**config.mk**
```make
export PLATFORM = sky130hd
export DESIGN_NAME = gate_issue_ctrl
export DESIGN_NICKNAME = d
export VERILOG_FILES = /design/src/rtl/gate_issue_ctrl_pkg.sv /design/src/rtl/gate_issue_ctrl.sv
export SDC_FILE = /design/constraint.sdc
export NUM_CORES = 1
export LEC_CHECK = 0
export BUFFER_PORTS_ARGS = -buffer_cell sky130_fd_sc_hd__buf_2
export CORE_MARGIN = 1
export CORE_UTILIZATION = 47
export DETAILED_ROUTE_END_ITERATION = 12
export GPL_TIMING_DRIVEN = 0
export PLACE_DENSITY = 0.8
export SYNTH_ARGS = -nofsm -noshare
export SYNTH_HDL_FRONTEND = slang
export SYNTH_SLANG_ARGS = --single-unit
```
**constraint.sdc**
```tcl
create_clock -name clk -period 4.6 [get_ports clk]
set_input_delay 0.23 -clock clk [delete_from_list [all_inputs] [get_ports clk]]
set_output_delay 0.23 -clock clk [all_outputs]
set_load 0.02 [all_outputs]
```
**src/rtl/gate_issue_ctrl_pkg.sv**
```systemverilog
// Shared types for the gate issue controller: FSM states, gate descriptor
// layout and the same-cycle address-match helper used by the operand bypass.
package gate_issue_ctrl_pkg;

  localparam int unsigned GIC_S = 20;

  typedef enum logic [2:0] {
    ST_IDLE  = 3'd0,
    ST_CLR   = 3'd1,
    ST_RUN   = 3'd2,
    ST_DRAIN = 3'd3,
    ST_FIN   = 3'd4
  } gic_state_e;

  typedef struct packed {
    logic [GIC_S-1:0] a;
    logic [GIC_S-1:0] b;
    logic [GIC_S-1:0] o;
  } gate_desc_t;

  function automatic logic addr_hit(input logic vld, input logic [GIC_S-1:0] x,
                                    input logic [GIC_S-1:0] y);
    return vld && (x == y);
  endfunction

endpackage

```
**src/rtl/gate_issue_ctrl.sv**
```systemverilog
// Gate issue controller: admits gate descriptors once both input wire labels
// are ready, bounds outstanding gates, and sequences clear/run/drain per circuit.
module gate_issue_ctrl
  import gate_issue_ctrl_pkg::*;
#(
  parameter int unsigned S     = GIC_S,
  parameter int unsigned W_OUT = 5
) (
  input  logic         clk,
  input  logic         rst,
  input  logic         start,
  input  logic [31:0]  n_gates,
  input  logic         in_valid,
  output logic         in_ready,
  input  logic [S-1:0] in_addr_a,
  input  logic [S-1:0] in_addr_b,
  input  logic [S-1:0] in_addr_o,
  input  logic         load_en,
  input  logic [S-1:0] load_addr,
  output logic         iss_valid,
  input  logic         iss_ready,
  output logic [S-1:0] iss_addr_a,
  output logic [S-1:0] iss_addr_b,
  output logic [S-1:0] iss_addr_o,
  input  logic         cmp_valid,
  input  logic [S-1:0] cmp_addr,
  output logic         ram_clr,
  output logic         ram_wr_en_0,
  output logic         ram_wr_en_1,
  output logic [S-1:0] ram_wr_addr_0,
  output logic [S-1:0] ram_wr_addr_1,
  output logic         ram_wr_data_0,
  output logic         ram_wr_data_1,
  output logic [S-1:0] ram_rd_addr_0,
  output logic [S-1:0] ram_rd_addr_1,
  input  logic         ram_rd_data_0,
  input  logic         ram_rd_data_1,
  output logic         busy,
  output logic         done,
  output logic [31:0]  stall_cnt
);

  localparam logic [W_OUT:0] MAX_OUT = {1'b0, {W_OUT{1'b1}}};

  gic_state_e       state_q, state_d;
  logic [31:0]      n_gates_q, n_gates_d;
  logic [31:0]      issued_q, issued_d;
  logic [W_OUT-1:0] out_q, out_d;
  logic [31:0]      stall_q, stall_d;
  gate_desc_t       iss_q, iss_d;
  logic             iss_valid_q, iss_valid_d;

  logic             rdy_a, rdy_b, accept, iss_fire, cmp_cnt;
  logic [W_OUT:0]   out_sum;

  // State and datapath registers; reset drops any in-flight descriptor.
  always_ff @(posedge clk or posedge rst) begin
    if (rst) begin
      state_q     <= ST_IDLE;
      n_gates_q   <= 32'd0;
      issued_q    <= 32'd0;
      out_q       <= '0;
      stall_q     <= 32'd0;
      iss_q       <= '0;
      iss_valid_q <= 1'b0;
    end else begin
      state_q     <= state_d;
      n_gates_q   <= n_gates_d;
      issued_q    <= issued_d;
      out_q       <= out_d;
      stall_q     <= stall_d;
      iss_q       <= iss_d;
      iss_valid_q <= iss_valid_d;
    end
  end

  // Admission, issue-slot, counters and next-state logic.
  always_comb begin
    state_d     = state_q;
    n_gates_d   = n_gates_q;
    issued_d    = issued_q;
    out_d       = out_q;
    stall_d     = stall_q;
    iss_d       = iss_q;
    iss_valid_d = iss_valid_q;

    // A label written this very cycle counts as ready (bypass around the RAM).
    rdy_a = ram_rd_data_0 | addr_hit(cmp_valid, cmp_addr, in_addr_a)
          | addr_hit(load_en, load_addr, in_addr_a);
    rdy_b = ram_rd_data_1 | addr_hit(cmp_valid, cmp_addr, in_addr_b)
          | addr_hit(load_en, load_addr, in_addr_b);

    out_sum  = {1'b0, out_q} + {{W_OUT{1'b0}}, iss_valid_q};
    in_ready = (state_q == ST_RUN) && rdy_a && rdy_b && (issued_q < n_gates_q)
             && (out_sum < MAX_OUT) && (!iss_valid_q || iss_ready);
    accept   = in_valid && in_ready;
    iss_fire = iss_valid_q && iss_ready;
    cmp_cnt  = cmp_valid && ((state_q == ST_RUN) || (state_q == ST_DRAIN));

    if (accept) begin
      iss_d       = '{a: in_addr_a, b: in_addr_b, o: in_addr_o};
      iss_valid_d = 1'b1;
    end else if (iss_fire) begin
      iss_valid_d = 1'b0;
    end else begin
      iss_valid_d = iss_valid_q;
    end

    issued_d = issued_q + {31'd0, accept};

    case ({iss_fire, cmp_cnt})
      2'b10:   out_d = out_q + {{(W_OUT-1){1'b0}}, 1'b1};
      2'b01:   out_d = (out_q == '0) ? out_q : out_q - {{(W_OUT-1){1'b0}}, 1'b1};
      default: out_d = out_q;
    endcase

    if ((state_q == ST_RUN) && in_valid && !in_ready) begin
      stall_d = stall_q + 32'd1;
    end else begin
      stall_d = stall_q;
    end

    case (state_q)
      ST_IDLE: begin
        if (start) begin
          state_d     = ST_CLR;
          n_gates_d   = n_gates;
          issued_d    = 32'd0;
          out_d       = '0;
          stall_d     = 32'd0;
          iss_valid_d = 1'b0;
        end else begin
          state_d = ST_IDLE;
        end
      end
      ST_CLR:   state_d = (n_gates_q != 32'd0) ? ST_RUN : ST_FIN;
      ST_RUN:   state_d = (issued_d == n_gates_q) ? ST_DRAIN : ST_RUN;
      ST_DRAIN: state_d = ((out_q == '0) && !iss_valid_q) ? ST_FIN : ST_DRAIN;
      ST_FIN:   state_d = ST_IDLE;
      default:  state_d = ST_IDLE;
    endcase
  end

  assign iss_valid  = iss_valid_q;
  assign iss_addr_a = iss_q.a;
  assign iss_addr_b = iss_q.b;
  assign iss_addr_o = iss_q.o;

  assign ram_rd_addr_0 = in_addr_a;
  assign ram_rd_addr_1 = in_addr_b;

  assign ram_clr       = (state_q == ST_CLR);
  assign ram_wr_en_0   = cmp_valid && ((state_q == ST_RUN) || (state_q == ST_DRAIN));
  assign ram_wr_addr_0 = cmp_addr;
  assign ram_wr_data_0 = 1'b1;
  assign ram_wr_en_1   = load_en && (state_q == ST_RUN);
  assign ram_wr_addr_1 = load_addr;
  assign ram_wr_data_1 = 1'b1;

  assign busy      = (state_q == ST_CLR) || (state_q == ST_RUN) || (state_q == ST_DRAIN);
  assign done      = (state_q == ST_FIN);
  assign stall_cnt = stall_q;

endmodule

```
==> After elaboration in Yosys (flattened, before gate mapping) <==
Cells that the tools add are included.
{ "word_totals": {"ff_bits": 165, "out_inout_bits": 181, "elab_cells": 75, "input_bits": 141} }
{ "classes": {"muxes": 18, "reduce_logical": 26, "magnitude_cmp": 2, "n_bitwise": 4, "n_eq_ne": 11, "add_sub_neg": 5} }
{ "op_table": {"columns": ["cell", "count"], "rows": [
  ["$mux 32", 5],
  ["$eq 20x20->1", 4],
  ["$add 32x1->32", 1],
  ["$add 32x1->32 const B", 1],
  ["$eq 32x32->1", 1],
  ["$lt 32x32->1", 1],
  ["$reduce_bool 32->1", 1],
  ["$logic_and 1x1->1", 16],
  ["$mux 5", 3],
  ["$pmux 3 s4", 1],
  ["$pmux 5 s2", 1],
  ["$add 5x1->6", 1],
  ["$eq 3x2->1 const B", 2],
  ["$lt 6x5->1 const B", 1],
  ["$mux 1", 6],
  ["$mux 3", 2],
  ["$add 5x1->5 const B", 1],
  ["$logic_not 5->1", 1],
  ["$sub 5x1->5 const B", 1],
  ["$logic_or 1x1->1", 4],
  ["$or 1x1->1", 4],
  ["$eq 3x1->1 const B", 1],
  ["$eq 3x3->1 const B", 1],
  ["$logic_not 3->1", 1],
  ["other kinds (4)", 5]
]} }

==> Longest topological paths before layout <==
{ "depth": {"ltp_word": 14, "mapped_depth": 22, "depth_no_buf": 20} }

==> Worst setup path before layout <==
Ideal clock, no wire load.
{ "synth_path": {"path_kind": "reg2reg", "startpoint": "register n_gates_q[13]", "endpoint": "register state_q[0]", "setup_time_ns": 0.076, "stages_incl_launch_ff": 22, "period_less_slack_ns": 4.773, "required_ns": 4.524, "n_path_buf": 2, "setup_slack_ns": -0.173, "arrival_ns": 4.696, "path_cell_list": "dfrtp_1 -> inv_1 -> ha_1 -> a21o_1 -> a21oi_1 -> o221ai_1 -> a211o_1 -> a22oi_1 -> and2_1 -> nand2_1 -> buf_2 -> inv_1 -> ha_1 -> ha_1 -> nand2_1 -> or4_1 -> buf_2 -> nor4_1 -> xnor2_1 -> xnor2_1 -> or4_1 -> o21ai_1"} }
{ "synth_between": {"elab_chain_cells": 9} }
{ "synth_rtl": {"columns": ["item", "line", "rtl"], "rows": [
  ["start: declaration", "gate_issue_ctrl.sv:46", "logic [31:0] n_gates_q, n_gates_d;"],
  ["start signal: assignment", "gate_issue_ctrl.sv:68", "n_gates_q <= n_gates_d;"],
  ["$lt 32x32->1", "gate_issue_ctrl.sv:94", "in_ready = (state_q == ST_RUN) && rdy_a && rdy_b && (issued_q < n_gates_q)"],
  ["$logic_and 1x1->1", "gate_issue_ctrl.sv:94", null],
  ["$logic_and 1x1->1 (2 in a row)", "gate_issue_ctrl.sv:95", "&& (out_sum < MAX_OUT) && (!iss_valid_q || iss_ready);"],
  ["named net in_ready", "gate_issue_ctrl.sv:14", "output logic in_ready,"],
  ["$logic_and 1x1->1", "gate_issue_ctrl.sv:96", "accept = in_valid && in_ready;"],
  ["named net accept", "gate_issue_ctrl.sv:53", "logic rdy_a, rdy_b, accept, iss_fire, cmp_cnt;"],
  ["$add 32x1->32", "gate_issue_ctrl.sv:109", "issued_d = issued_q + {31'd0, accept};"],
  ["$eq 32x32->1", "gate_issue_ctrl.sv:137", "ST_RUN: state_d = (issued_d == n_gates_q) ? ST_DRAIN : ST_RUN;"],
  ["$mux 1", "gate_issue_ctrl.sv:137", null],
  ["$pmux 3 s4", "gate_issue_ctrl.sv:123", "case (state_q)"],
  ["named net state_d[0]", "gate_issue_ctrl.sv:45", "gic_state_e state_q, state_d;"],
  ["end signal: assignment", "gate_issue_ctrl.sv:67", "state_q <= state_d;"],
  ["end: declaration", "gate_issue_ctrl.sv:45", null]
]} }
The timed path passes the listed nets, and every way through them passes these cells.
A chain may end at the register's enable or synchronous reset.

==> Final worst setup path <==
{ "layout_path": {"startpoint": "register issued_q[13]", "endpoint": "register state_q[0]"} }
{ "layout_between": {"elab_chain_cells": 9} }
{ "layout_rtl": {"columns": ["item", "line", "rtl"], "rows": [
  ["start: declaration", "gate_issue_ctrl.sv:47", "logic [31:0] issued_q, issued_d;"],
  ["start signal: assignment", "gate_issue_ctrl.sv:69", "issued_q <= issued_d;"],
  ["$lt 32x32->1", "gate_issue_ctrl.sv:94", null],
  ["$logic_and 1x1->1", "gate_issue_ctrl.sv:94", null],
  ["$logic_and 1x1->1 (2 in a row)", "gate_issue_ctrl.sv:95", null],
  ["$logic_and 1x1->1", "gate_issue_ctrl.sv:96", null],
  ["named net accept", "gate_issue_ctrl.sv:53", null],
  ["$add 32x1->32", "gate_issue_ctrl.sv:109", null],
  ["$eq 32x32->1", "gate_issue_ctrl.sv:137", null],
  ["$mux 1", "gate_issue_ctrl.sv:137", null],
  ["$pmux 3 s4", "gate_issue_ctrl.sv:123", null],
  ["named net state_d[0]", "gate_issue_ctrl.sv:45", null]
]} }
The timed path passes the listed nets, and every way through them passes these cells.

==> flow_metrics.env <==
export IMPL_status="finished, final reports clean"
export IMPL_grtUsageTotal_pct=29.93
export IMPL_antenna_found_initial=1
export IMPL_core_area_um2=21820
export IMPL_drt_first_pass_iters=5
export IMPL_worstSetupStartpoint="issued_q[13]"
export IMPL_drt_iter0_markers=608
export IMPL_synth_area_um2=10430
export IMPL_layout_min_cycle_time_ns=4.525
export IMPL_num_rows=54
export IMPL_register_area_um2=4141
export IMPL_worst_setup_path_start_kind="register"
export IMPL_reg2reg_depth=20
export IMPL_layout_drive_gt1_share_pct=40.75
export IMPL_crit_path_cell_trace="ha_1 > a21o_1 > a21oi_2 > o221ai_2 > a211o_1 > a22oi_2 > and2_4 > nand2_8 > buf_12 > inv_2 > ha_4 > ha_4 > nand2_2 > or4_4 > buf_12 > nor4_4 > xnor2_2 > xnor2_1 > or4_4 > o21ai_2"
export IMPL_synth_edf_count=0
export IMPL_cts_buffers_inserted=17
export IMPL_required_ns=4.96
export IMPL_synth_top_cell_area_share_pct=39.58
export IMPL_hp_class="in2reg"
export IMPL_yosys_area_top_type="dfrtp_1"
export IMPL_die_area_um2=22790
export IMPL_ios=322
export IMPL_synthCells=1082
export IMPL_worstReg2RegStart="issued_q[13]"
export IMPL_clk_latency_ns=0.43
export IMPL_placed_cells=1686
export IMPL_yosys_warnings=0
export IMPL_clkTransAtPathRegs_ns=0.07
export IMPL_grt_use_met2_pct=53.30
export IMPL_synth_cell_types=65
export IMPL_cts_tree="yes"
export IMPL_cts_buffer_depth=2
export IMPL_p_total_mw=4.735
export IMPL_worst_slack_ns=0.07474
export IMPL_tightest_slew_ns=0.8051
export IMPL_synth_flop_cell="dfrtp_1"
export IMPL_port_buffer_count=319
export IMPL_grt_busiest_layer="met2"
export IMPL_synth_top_cells_by_area="dfrtp_1 40%, xnor2_1 8.9%, buf_4 5.9%"
export IMPL_grt_max_degree=43
export IMPL_wl_per_cell_um=19.58
export IMPL_final_common_cell="buf_2"
export IMPL_synth_seq_cells=165
export IMPL_finalSetupViolCount=0
export IMPL_hold_viol=0
export IMPL_first_global_vias=9310
export IMPL_critPathArrivalTime_ns=4.89
export IMPL_skew_ns=0.01419
export IMPL_start_util_pct=47.80
export IMPL_n_fill_cell=1754
export IMPL_syn_to_final_growth_pct=33.13
export IMPL_tns_ns=0
export IMPL_yosysSeqAreaShare_pct=39.58
export IMPL_die_h_um=151.0
export IMPL_h_tree_depth=4
export IMPL_drv_cap=0
export IMPL_vias=9781
export IMPL_met3_usage_pct=4.880
export IMPL_rrSetupSlack_ns=0.07
export IMPL_grt_pass1_wl_um=50780
export IMPL_nets=1665
export IMPL_relSlewSlack_pct=46.32
export IMPL_place_ws_ns=-1.274
export IMPL_end_kind="register"
export IMPL_path_delay_family="simple AND/OR/NAND/NOR gates"
export IMPL_drc=0
export IMPL_place_congestion=0.9188
export IMPL_maxClockFrequency_ghz=0.2210
export IMPL_use_met1_pct=34.32
export IMPL_crit_path_end="state_q[0]"
export IMPL_power_leakage_nw=6.829
export IMPL_cp_depth=20
export IMPL_dieWidth_um=151.0
export IMPL_dp_hpwl_um=26290
export IMPL_crit_type="reg2reg"
export IMPL_crit_slowest_cell="or4_4"
export IMPL_ir_drop_uv=233.7
export IMPL_p_per_area_nw_per_um2=341.0
export IMPL_finalNonFillerCells=1780
export IMPL_critPathBufInv=3
export IMPL_cts_root_buf="clkbuf_16"
export IMPL_ant_nets=0
export IMPL_drv_slew=0
export IMPL_r2r_end="state_q[0]"
export IMPL_final_cell_mix="325 x buf_2, 155 x dfrtp_1, 120 x buf_4, 105 x xnor2_1, 95 x nand2_1"
export IMPL_crit_fanout=8
export IMPL_crit_path_max_incr_delay_ns=0.54
export IMPL_routed_wl_um=34840
export IMPL_synth_avg_cell_area_um2=9.641
export IMPL_clkSinkCount=165
export IMPL_async_reset_ff_share_pct=100.0
export IMPL_via_per_inst=5.495
export IMPL_multi_input_comb_area_um2=5574
export IMPL_fin_crit_sh_pct=98.38
export IMPL_grt_ovfl_total=0
==> report_power, final <==
| part | total [mW] | internal, mW | leakage, nW | switching, mW |
|---|---|---|---|---|
| Sequential | 1.80 | 1.64 | 2.04 | 0.156 |
| Combinational | 1.31 | 0.564 | 4.47 | 0.748 |
| Clock | 1.62 | 1.01 | 0.320 | 0.613 |
==> area by class of cell <==
class / count / area share, %
clock inverter: 11 / 1.388
multi-input combinational: 753 / 40.14
sequential: 165 / 29.82
antenna: 3 / 0.05406
buffer: 117 / 5.721
inverter: 48 / 1.324
clock buffer: 21 / 3.388
tap: 280 / 2.523
timing repair buffer: 382 / 15.64
==> registers in the layout, indices dropped and copies added (netlist names) <==
register    count
iss_valid       1
stall_cnt      32
out_q           5
state_q         3
iss_addr_o     20
n_gates_q      32
issued_q       32
iss_addr_a     20
iss_addr_b     20
==> Yosys cell counts, drive strengths merged (3+ instances only) <==
cell type	number
nand2	97
nand3b	3
nor4	26
or4	3
buf	91
nand3	40
a21oi	25
a21o	8
clkbuf	26
nand4	42
nor3	25
nand2b	4
o21ai	47
mux2	61
xnor2	106
a22oi	3
a31oi	3
or2	18
and3	19
xnor3	4
and4	7
a211oi	10
nor3b	3
xor2	28
ha	40
a221oi	4
inv	48
dfrtp	165
nor2	68
and2	7
mux2i	21
==> logic make-up after synthesis <==
| family | after synthesis | synth area share (%) |
|---|---|---|
| AO/OA/AOI/OAI | 123 | 7.425 |
| XOR/XNOR | 138 | 12.11 |
| adder cells (fa/ha/maj) | 40 | 4.798 |
| buffers and inverters | 165 | 9.056 |
| flip-flops | 165 | 39.58 |
| multiplexers | 82 | 8.600 |
| other | 1 | 0.03595 |
| AND/OR/NAND/NOR | 368 | 18.39 |
==> worst register-to-register path, stage by stage (launching register included) <==
cell and delay, ns:
dfrtp_1 0.40, ha_1 0.32, a21o_1 0.20, a21oi_2 0.13, o221ai_2 0.12, a211o_1 0.34, a22oi_2 0.21, and2_4 0.23
nand2_8 0.07, buf_12 0.13, inv_2 0.06, ha_4 0.15, ha_4 0.15, nand2_2 0.07, or4_4 0.44, buf_12 0.17
nor4_4 0.32, xnor2_2 0.18, xnor2_1 0.11, or4_4 0.54, o21ai_2 0.14
==> per-layer routing <==
layer	up-vias	part of all wire (%)	wire length (µm)
li1	4513	-	-
met1	4722	37	12970
met2	459	52	18270
met3	87	6.2	2152
met4	0	4.2	1459
met5	-	0	0
==> per-stage QoR <==
step / area (µm²) / utilization (%) / hold slack (ns)
finish: 13890 / 63.63 / 0.01129
global route: 13880 / 63.61 / 0.008251
CTS: 13670 / 62.62 / 0.0007153
detailed placement: 12470 / 57.15 / 0.1662
global placement: 12390 / 56.78 / 0.4223
floorplan: 10450 / - / 0.3354
==> how the worst min path moves through the flow <==
| stage | startpoint | end | slack (ns) | depth (start not counted) |
|---|---|---|---|---|
| floorplan | n_gates[0] | n_gates_q[0] | 0.34 | 2 |
| global placement | n_gates[0] | n_gates_q[0] | 0.42 | 3 |
| detailed placement | rst | iss_addr_o[11] | 0.17 | 2 |
| CTS | in_addr_o[9] | iss_addr_o[9] | 0.0007 | 2 |
| global route | n_gates[19] | n_gates_q[19] | 0.008 | 3 |
| finish | in_addr_o[9] | iss_addr_o[9] | 0.01 | 2 |
==> timing repair <==
item,4_1_cts,5_1_grt
setup buffers,22,16
gates resized for setup,38,20
hold endpoints to repair,104,0
setup endpoints to repair,18,1
cloned,0,0
pin swaps,11,14
hold buffers,21,0
No activity file was read; power rests on OpenSTA's default activity.
